**src/rtl/flow_dispatcher_pkg.sv**
```systemverilog
// Shared definitions for the flow dispatcher: segment widths, FSM state codes
// and a small index helper for the round-robin search.
package flow_dispatcher_pkg;

  localparam int LEN_SEGMENT = 8;
  localparam int FLOW_W      = 4 * LEN_SEGMENT;

  typedef enum logic [1:0] {
    FD_IDLE = 2'd0,
    FD_ARM  = 2'd1,
    FD_FIRE = 2'd2,
    FD_WAIT = 2'd3
  } fd_state_t;

  // (base + offset) mod n, valid while base < n and offset < n
  function automatic int wrap_idx(input int base, input int offset, input int n);
    int j;
    j = base + offset;
    if (j >= n) j = j - n;
    return j;
  endfunction

endpackage

```
**src/rtl/flow_fifo.sv**
```systemverilog
// Request queue holding packed {SA,SB,SC,IP} segment sets in arrival order.
// Depth must be a power of two so the pointers wrap on their own.
module flow_fifo
  import flow_dispatcher_pkg::*;
#(
  parameter int W     = FLOW_W,
  parameter int DEPTH = 4
) (
  input  logic         CLK,
  input  logic         RESET,
  input  logic         push,
  input  logic         pop,
  input  logic [W-1:0] din,
  output logic [W-1:0] head,
  output logic         full,
  output logic         empty
);

  localparam int AW = $clog2(DEPTH);
  localparam int CW = AW + 1;

  logic [W-1:0]  mem [DEPTH];
  logic [AW-1:0] wr_ptr;
  logic [AW-1:0] rd_ptr;
  logic [CW-1:0] count;
  logic          push_ok;
  logic          pop_ok;

  assign push_ok = push && !full;
  assign pop_ok  = pop && !empty;

  always_ff @(posedge CLK or negedge RESET) begin
    if (!RESET) begin
      wr_ptr <= '0;
      rd_ptr <= '0;
      count  <= '0;
    end else begin
      if (push_ok) wr_ptr <= wr_ptr + 1'b1;
      if (pop_ok)  rd_ptr <= rd_ptr + 1'b1;
      case ({push_ok, pop_ok})
        2'b10:   count <= count + 1'b1;
        2'b01:   count <= count - 1'b1;
        default: count <= count;
      endcase
    end
  end

  // Storage needs no reset; only entries below count are ever read out
  always_ff @(posedge CLK) begin
    if (push_ok) mem[wr_ptr] <= din;
  end

  assign head  = mem[rd_ptr];
  assign full  = (count == CW'(DEPTH));
  assign empty = (count == '0);

endmodule

```
**src/rtl/flow_dispatcher.sv**
```systemverilog
// Queues new-flow requests and hands each one to an idle slave core, chosen
// round-robin, with a registered clock enable and a one-cycle start strobe.
module flow_dispatcher
  import flow_dispatcher_pkg::*;
#(
  parameter int N_SLAVE = 4,
  parameter int SEG_W   = LEN_SEGMENT,
  parameter int Q_DEPTH = 4,
  parameter int ACK_TMO = 15
) (
  input  logic               CLK,
  input  logic               RESET,
  input  logic               REQ,
  input  logic [SEG_W-1:0]   SA_R,
  input  logic [SEG_W-1:0]   SB_R,
  input  logic [SEG_W-1:0]   SC_R,
  input  logic [SEG_W-1:0]   IP_R,
  output logic               Q_FULL,
  output logic               Q_EMPTY,
  output logic [SEG_W-1:0]   SA_M,
  output logic [SEG_W-1:0]   SB_M,
  output logic [SEG_W-1:0]   SC_M,
  output logic [SEG_W-1:0]   IP_M,
  output logic [N_SLAVE-1:0] START_NEW_FLOW,
  output logic [N_SLAVE-1:0] EN,
  input  logic [N_SLAVE-1:0] INT,
  output logic               DISP_ERR
);

  localparam int SEL_W = $clog2(N_SLAVE);
  localparam int FW    = 4 * SEG_W;
  localparam int TMR_W = $clog2(ACK_TMO + 1);
  localparam logic [N_SLAVE-1:0] ONE = 1;

  fd_state_t          state;
  fd_state_t          state_next;
  logic [SEL_W-1:0]   sel;
  logic [SEL_W-1:0]   rr_ptr;
  logic [SEL_W-1:0]   pick_idx;
  logic [SEL_W-1:0]   scan_idx;
  logic               pick_found;
  logic               do_pick;
  logic               do_fire;
  logic               pop;
  logic               timeout;
  logic [N_SLAVE-1:0] cand;
  logic [N_SLAVE-1:0] en_r;
  logic [N_SLAVE-1:0] en_next;
  logic [N_SLAVE-1:0] start_r;
  logic [TMR_W-1:0]   timer;
  logic [FW-1:0]      q_head;
  logic [FW-1:0]      seg_r;
  logic               q_full;
  logic               q_empty;
  logic               disp_err_r;

  flow_fifo #(
    .W     (FW),
    .DEPTH (Q_DEPTH)
  ) u_fifo (
    .CLK   (CLK),
    .RESET (RESET),
    .push  (REQ && !q_full),
    .pop   (pop),
    .din   ({SA_R, SB_R, SC_R, IP_R}),
    .head  (q_head),
    .full  (q_full),
    .empty (q_empty)
  );

  assign cand = INT & ~en_r;

  // Scan downward so the candidate closest to rr_ptr is the one left standing
  always_comb begin
    pick_found = 1'b0;
    pick_idx   = '0;
    scan_idx   = '0;
    for (int k = N_SLAVE - 1; k >= 0; k--) begin
      scan_idx = SEL_W'(wrap_idx(int'(rr_ptr), k, N_SLAVE));
      if (cand[scan_idx]) begin
        pick_found = 1'b1;
        pick_idx   = scan_idx;
      end
    end
  end

  always_ff @(posedge CLK or negedge RESET) begin
    if (!RESET) state <= FD_IDLE;
    else        state <= state_next;
  end

  always_comb begin
    state_next = state;
    do_pick    = 1'b0;
    do_fire    = 1'b0;
    pop        = 1'b0;
    timeout    = 1'b0;
    case (state)
      FD_IDLE: begin
        if (!q_empty && pick_found) begin
          do_pick    = 1'b1;
          state_next = FD_ARM;
        end
      end
      FD_ARM: begin
        do_fire    = 1'b1;
        state_next = FD_FIRE;
      end
      FD_FIRE: begin
        pop        = 1'b1;
        state_next = FD_WAIT;
      end
      FD_WAIT: begin
        if (!INT[sel]) begin
          state_next = FD_IDLE;
        end else if (timer == TMR_W'(ACK_TMO - 1)) begin
          timeout    = 1'b1;
          state_next = FD_IDLE;
        end
      end
      default: state_next = FD_IDLE;
    endcase

    // A slave that is enabled yet reports idle has finished its flow
    for (int i = 0; i < N_SLAVE; i++) begin
      en_next[i] = en_r[i];
      if (en_r[i] && INT[i] && (state == FD_IDLE || SEL_W'(i) != sel)) en_next[i] = 1'b0;
      if (timeout && SEL_W'(i) == sel) en_next[i] = 1'b0;
      if (do_pick && SEL_W'(i) == pick_idx) en_next[i] = 1'b1;
    end
  end

  // Strobe and segment bus load on the ARM->FIRE edge so both are valid in FIRE
  always_ff @(posedge CLK or negedge RESET) begin
    if (!RESET) begin
      sel        <= '0;
      rr_ptr     <= '0;
      en_r       <= '0;
      start_r    <= '0;
      seg_r      <= '0;
      timer      <= '0;
      disp_err_r <= 1'b0;
    end else begin
      en_r    <= en_next;
      start_r <= do_fire ? (ONE << sel) : '0;
      if (do_fire) seg_r <= q_head;
      if (do_pick) begin
        sel    <= pick_idx;
        rr_ptr <= (int'(pick_idx) == N_SLAVE - 1) ? '0 : pick_idx + 1'b1;
      end
      if (state == FD_FIRE)      timer <= '0;
      else if (state == FD_WAIT) timer <= timer + 1'b1;
      if (timeout) disp_err_r <= 1'b1;
    end
  end

  assign Q_FULL                   = q_full;
  assign Q_EMPTY                  = q_empty;
  assign {SA_M, SB_M, SC_M, IP_M} = seg_r;
  assign START_NEW_FLOW           = start_r;
  assign EN                       = en_r;
  assign DISP_ERR                 = disp_err_r;

endmodule

```
**config.mk**
```make
export PLATFORM = sky130hd
export DESIGN_NAME = flow_dispatcher
export DESIGN_NICKNAME = d
export VERILOG_FILES = /design/src/rtl/flow_dispatcher_pkg.sv /design/src/rtl/flow_fifo.sv /design/src/rtl/flow_dispatcher.sv
export SDC_FILE = /design/constraint.sdc
export NUM_CORES = 1
export LEC_CHECK = 0
export ABC_CLOCK_PERIOD_IN_PS = 2100
export CAP_MARGIN = 20
export CORE_MARGIN = 3
export CORE_UTILIZATION = 40
export DETAILED_ROUTE_END_ITERATION = 6
export SLEW_MARGIN = 40
export SYNTH_ARGS = -nofsm -noshare
export SYNTH_HDL_FRONTEND = slang
export SYNTH_SLANG_ARGS = --single-unit
```
**constraint.sdc**
```tcl
create_clock -name CLK -period 2.1 [get_ports CLK]
set_input_delay 0.525 -clock CLK [delete_from_list [all_inputs] [get_ports CLK]]
set_output_delay 0.525 -clock CLK [all_outputs]
set_load 0.02 [all_outputs]
```
## After elaboration in Yosys (flattened, before gate mapping)

Memories as Yosys holds them, arrays and structs flattened. A register that Yosys moved wholly into a read port is not among the register bits.
Cells that the tools add are included.

- Add/subtract/negate cells: 13
- $lt $le $gt $ge: 9
- Equal/unequal tests: 19
- Shift-type cells: 1
- Mux-type cells: 52
- Bitwise operators: 2
- Reductions and logical operators: 39

Operators by type and width:

| operator | count |
|---|---|
| 2-to-1 mux 1 bit | 30 |
| 2-to-1 mux 2 bit | 12 |
| logical AND 1 bit | 20 |
| less-than comparator 2 x 3 -> 1 bit, second input constant | 5 |
| 2-to-1 mux 4 bit | 3 |
| nonzero test 3 bit | 4 |
| binary-select mux 1 bit (select 2 bit) | 5 |
| >= comparator 3 bit, second input constant | 3 |
| equality test 2 bit, first input constant | 4 |
| one-hot mux 2 bit (4 select lines) | 1 |
| subtractor 2 x 1 -> 2 bit, second input constant | 4 |
| adder 2 x 1 -> 2 bit, second input constant | 3 |
| adder 2 x 2 -> 3 bit, second input constant | 2 |
| equality test 2 x 1 -> 1 bit, second input constant | 3 |
| equality test 2 bit, second input constant | 3 |
| zero test 2 bit | 3 |
| one-hot mux 3 bit (2 select lines) | 1 |
| nonzero test 2 bit | 3 |
| adder 4 x 1 -> 4 bit, second input constant | 1 |
| bitwise AND 4 bit | 1 |
| equality test 1 x 2 -> 1 bit, first input constant | 2 |
| equality test 4 bit, second input constant | 1 |
| logical OR 1 bit | 4 |
| inequality test 2 bit, first input constant | 2 |
| other kinds (13) | 15 |

- Register bits: 26
- Memory bits (writable): 128
- Input port bits: 39
- Memories: 1

Memory list:

| name | words | width | read ports | clocked after Yosys merged registers in | write ports | line | RTL |
|---|---|---|---|---|---|---|---|
| u_fifo.mem | 4 | 32 | 1 | 1 | 1 | flow_fifo.sv:22 | `logic [W-1:0] mem [DEPTH];` |

## Longest topological paths before layout

- Depth after elaboration: 14
- Mapped depth: 10

## Cells and area by module

Synthesis repeated with hierarchy kept, for this count alone.

- Cell total of the unflattened synthesis: 370
- Area total of the unflattened synthesis: 7357.1 µm²

By module, submodules not included:

| module | times used | cells each | area an instance (µm²) |
|---|---|---|---|
| flow_fifo | 1 | 205 | 5091.1 |
| flow_dispatcher | 1 | 165 | 2265.9 |

## Worst setup path after synthesis

OpenSTA, ideal clock, no wires.

- Kind: register to register
- Start: reg u_fifo.count[0]
- End: mem u_fifo.mem[2][0] (netlist bit), enable pin
- Setup time: 392 ps
- Arrival: 1838 ps
- Required time: 1708 ps
- Slack: -130 ps
- Cell stages (with the launch flop): 5
- Cell sequence: dfrtp_1 > inv_1 > and3_1 > nor2b_1 > and2_1

- Word-level cells in the longest chain between the ends: 6

Ends and longest elaborated chain:

| what | line | RTL |
|---|---|---|
| start, declared | flow_fifo.sv:25 | `logic [CW-1:0] count;` |
| start signal, assigned | flow_fifo.sv:41 | `2'b10: count <= count + 1'b1;` |
| start signal, assigned | flow_fifo.sv:42 | `2'b01: count <= count - 1'b1;` |
| start signal, assigned | flow_fifo.sv:43 | `default: count <= count;` |
| equality test 3 bit (*) | flow_fifo.sv:54 | `assign full = (count == CW'(DEPTH));` |
| named net Q_FULL | flow_dispatcher.sv:18 | `output logic Q_FULL,` |
| zero test 1 bit (*) | flow_fifo.sv:29, flow_dispatcher.sv:63 |  |
| logical AND 1 bit | flow_dispatcher.sv:63 | `.push (REQ && !q_full),` |
| logical AND 1 bit (*) | flow_fifo.sv:29 | `assign push_ok = push && !full;` |
| 2-to-1 mux 1 bit (*) | flow_fifo.sv:50 | `if (push_ok) mem[wr_ptr] <= din;` |
| 2-to-1 mux 1 bit (implied by the code) (*) | flow_fifo.sv:50 |  |
| end, declared | flow_fifo.sv:22 |  |

The timed path passes the listed nets; every way through them passes the cells marked *.

## Worst setup path in the final report

- Start: reg en_r[3], in the netlist EN[3]
- End: out EN[3]

RTL lines:

| what | line | RTL |
|---|---|---|
| start, declared | flow_dispatcher.sv:47 | `logic [N_SLAVE-1:0] en_r;` |
| start signal, assigned | flow_dispatcher.sv:144 | `en_r <= en_next;` |
| end, declared | flow_dispatcher.sv:25 | `output logic [N_SLAVE-1:0] EN,` |

No word-level cell between the ends.

==> metrics.cfg <==
[status]
outcome=complete, no violations

[power]
power.density_mw_per_mm2=1470
power_frac_seq_pct=40.4
power_report.internal_total_mw=9.49
power.ir.vdd_worst_uv=690
power.static_leakage_nw=3.46
comb_power_share_pct=36.6
total_power_mw=13.6
sw_power_mw=4.16
switching_share_pct=30.5
p_clk_share_pct=23.0

[cells_and_area]
diodes=0
design.final.nets=539
final_core_util_pct=52.6
drive_gt1_share_pct=29.6
finalInstanceArea_mm2=0.00925
finish.cell_count_without_fillers=722
final.fill_count=1400
mostFrequentLayoutCell=sky130_fd_sc_hd__edfxtp_1
layout_common_cells=sky130_fd_sc_hd__edfxtp_1 (128), sky130_fd_sc_hd__clkdlybuf4s50_1 (77), sky130_fd_sc_hd__dfrtp_1 (56), sky130_fd_sc_hd__mux2_2 (33), sky130_fd_sc_hd__mux4_2 (31)
signed_area_change_from_the_synthesized_netlist_to_the_final_layout_pct=26.4

[timing]
finalWorstSetupSlack_ps=80.0
timing.final.crit_share_pct=96.2
timing_worst_slew_pin_value_ps=491
report.final.slew_viol_count=0
timing.final.hold_violations=0
rsz_0062_raised_after_global_routing=false
setup_total_negative_slack_ps=0
finalSetupViolations=0
worst_hold_slack_ps=55.0
max-slew-margin-rel_pct=67.3
max_clock_freq_mhz=495
final_critical_path_required_period_ps=2020
fin_skew_ps=8.62

[cts]
root_buffer=sky130_fd_sc_hd__clkbuf_16
post_cts_hold_buffer_count=0
clk-insertion-delay-late_ps=430
tritoncts_clock_tree=built
clock_input_transition_at_the_sequential_cells_of_the_worst_setup_and_hold_paths_ps=60
clock_sink_count=186
post_cts_buffers=0
cts_htree_levels=4
cts_inserted_buffers=17
cts_buffer_depth=2

[global_routing]
global_route_wire_length_before_repair_um=21700
maximum_number_of_pins_on_one_net_before_global_route_repair=34
number_of_antenna_violations_at_the_first_check_in_global_routing=0
met1_usage_pct=18.7
globalRoute.totalOverflow=0
via_count_of_the_first_global_routing_pass=4009
met2_track_demand_over_resource_in_global_routing_pct=23.9
top_usage_layer=met2
groute.usage.overall_pct=14.6
global_route.usage.met3_pct=4.01

[place]
pre_cts_ws_ps=-295
port_buffers=81
placement.cell_area_mm2=0.00868
routabilityCongestion=0.781
post-place-cells=690
detailedPlacementHpwl_um=8920

[critical_path]
cp.buffers_inverters=1
max_incr_delay_on_cp_ps=640
cp.required_ps=1570
reg2reg_setup_slack_ps=110
critPathArrivalTime_ps=1500
crit_fanout=4
timing.critical_path.cells=clkdlybuf4s50_1
start_kind=flip-flop
timing.critical_path.slowest_stage_cell=sky130_fd_sc_hd__clkdlybuf4s50_1
timing.critical_path.max_delay_family=buffers and inverters
crit_end_category=output port
reg2reg_to=u_fifo.count[1]$_DFFE_PN0P_
worstReg2RegStart=u_fifo.count[1]$_DFFE_PN0P_
reg2reg_depth=6
worstSetupPathType=reg2out

[logic_synthesis]
synth_flop_cell=sky130_fd_sc_hd__edfxtp_1
synth.avg_cell_area_um2=20.0
synthesis.nets=421
async_reset_ff_share_pct=31.2
syn-cell-area_mm2=0.00732
synth.distinct_cells=46
synth_seq_area_share_pct=72.3
synth-edff-count=128
synthesis.instances=366
ys_ff_latch=186
yosysWarnings=0

[floorplan]
std_cell_rows=48
fp.coreArea_mm2=0.0176
fp.dieW_um=141
ios=82
die_area_mm2=0.0200
floorplan.die.height_um=141
start_util_pct=41.6

[drt]
totalWireLength_um=13500
vias=3613
drc_marker_count_from_the_first_detailed_route_iteration=235
detail_route.first_pass.iterations=4
drtAntennaViolNets=0
wire_per_inst_um=18.7
routed_via_density=5.00
detail_route.drc_violations=0

[run]
maxCapViolations=0

[hold_path]
min-delay-path-class=in2async

## timing repair
action | CTS | global route
gates resized for setup | 5 | 1
endpoints found under the setup margin | 2 | 1
pin swaps | 0 | 0
## power by group through the flow
stage          registers [mW]  logic [mW]  clock network [mW]
6_report                 5.51        5.00                3.13
4_1_cts                  5.53        5.13                3.21
5_1_grt                  5.64        5.41                3.36
3_3_place_gp             5.56        5.03                   0
3_5_place_dp             5.60        5.13                   0
2_1_floorplan            5.88        2.76                   0
## registers in the layout, summed over array words and instances (netlist names)
| register | count |
|---|---|
| u_fifo.rd_ptr | 2 |
| u_fifo.count | 3 |
| timer | 4 |
| EN | 4 |
| u_fifo.mem | 128 |
| DISP_ERR | 1 |
| sel | 2 |
| seg_r | 32 |
| state | 2 |
| rr_ptr | 2 |
| START_NEW_FLOW | 4 |
| u_fifo.wr_ptr | 2 |
## worst register-to-register path: stages (launching register included)
cell and delay (ps):
sky130_fd_sc_hd__dfrtp_1 400, sky130_fd_sc_hd__or3_1 410, sky130_fd_sc_hd__and2_1 200, sky130_fd_sc_hd__ha_1 210
sky130_fd_sc_hd__inv_1 70, sky130_fd_sc_hd__fa_1 420, sky130_fd_sc_hd__o21ai_0 190
## routing by layer
layer / up-vias / part of all wire (%)
met2: 63 / 51
met1: 1881 / 44
met3: 13 / 4.2
met5: - / 0
li1: 1656 / -
met4: 0 / 1.5
## Yosys cell counts, types with 2 or more instances
cell	count	area share [%]
sky130_fd_sc_hd__and3_1	2	0.17
sky130_fd_sc_hd__inv_1	15	0.77
sky130_fd_sc_hd__nor2b_1	3	0.26
sky130_fd_sc_hd__and2_1	5	0.43
sky130_fd_sc_hd__mux4_1	2	0.72
sky130_fd_sc_hd__buf_2	4	0.27
sky130_fd_sc_hd__mux2_2	33	5.1
sky130_fd_sc_hd__nor2b_4	2	0.38
sky130_fd_sc_hd__o21ai_0	3	0.20
sky130_fd_sc_hd__buf_6	4	0.62
sky130_fd_sc_hd__o41ai_1	2	0.24
sky130_fd_sc_hd__nor2_1	7	0.36
sky130_fd_sc_hd__xor2_1	5	0.60
sky130_fd_sc_hd__mux4_2	31	9.5
sky130_fd_sc_hd__nand2b_1	3	0.26
sky130_fd_sc_hd__clkbuf_1	3	0.15
sky130_fd_sc_hd__nand2_1	5	0.26
sky130_fd_sc_hd__a22o_1	4	0.48
sky130_fd_sc_hd__dfrtp_1	58	20
sky130_fd_sc_hd__ha_1	15	2.6
sky130_fd_sc_hd__mux2_1	2	0.31
sky130_fd_sc_hd__mux2_4	2	0.41
sky130_fd_sc_hd__xnor2_1	4	0.48
sky130_fd_sc_hd__edfxtp_1	128	52
sky130_fd_sc_hd__mux2i_1	3	0.41
## layout make-up
type	count	area (um^2)	share of cell area (%)
clock inverter	14	141	1.53
sequential	186	5300	57.2
timing repair buffer	111	1140	12.3
tap	225	282	3.04
clock buffer	18	439	4.75
inverter	16	60.1	0.649
multi-input combinational	152	1890	20.5
## worst max-delay path by stage
stage | from | to | slack, ps | cells after the start
6_report | EN[3]$_DFFE_PN0P_ | EN[3] | 80 | 1
3_3_place_gp | INT[2] | rr_ptr[0]$_DFFE_PN0P_ | -220 | 7
5_1_grt | state[0]$_DFFE_PN0P_ | u_fifo.count[2]$_DFFE_PN0P_ | 10 | 9
4_1_cts | EN[0]$_DFFE_PN0P_ | EN[0] | 40 | 1
2_1_floorplan | u_fifo.count[0]$_DFFE_PN0P_ | u_fifo.count[2]$_DFFE_PN0P_ | 100 | 10
3_5_place_dp | INT[2] | rr_ptr[0]$_DFFE_PN0P_ | -290 | 7
## kinds of logic (layout without fill, tap and decap cells)
kind of cell	Yosys count	in the layout	synth area share, %
flops	186	186	72.3
mux	73	73	16.5
simple gates	36	36	3.09
compound gates	18	18	2.31
buf+inv	28	159	1.91
fa+ha+maj	16	16	2.84
xor+xnor	9	9	1.08
Power figures use the tool's default switching activity.
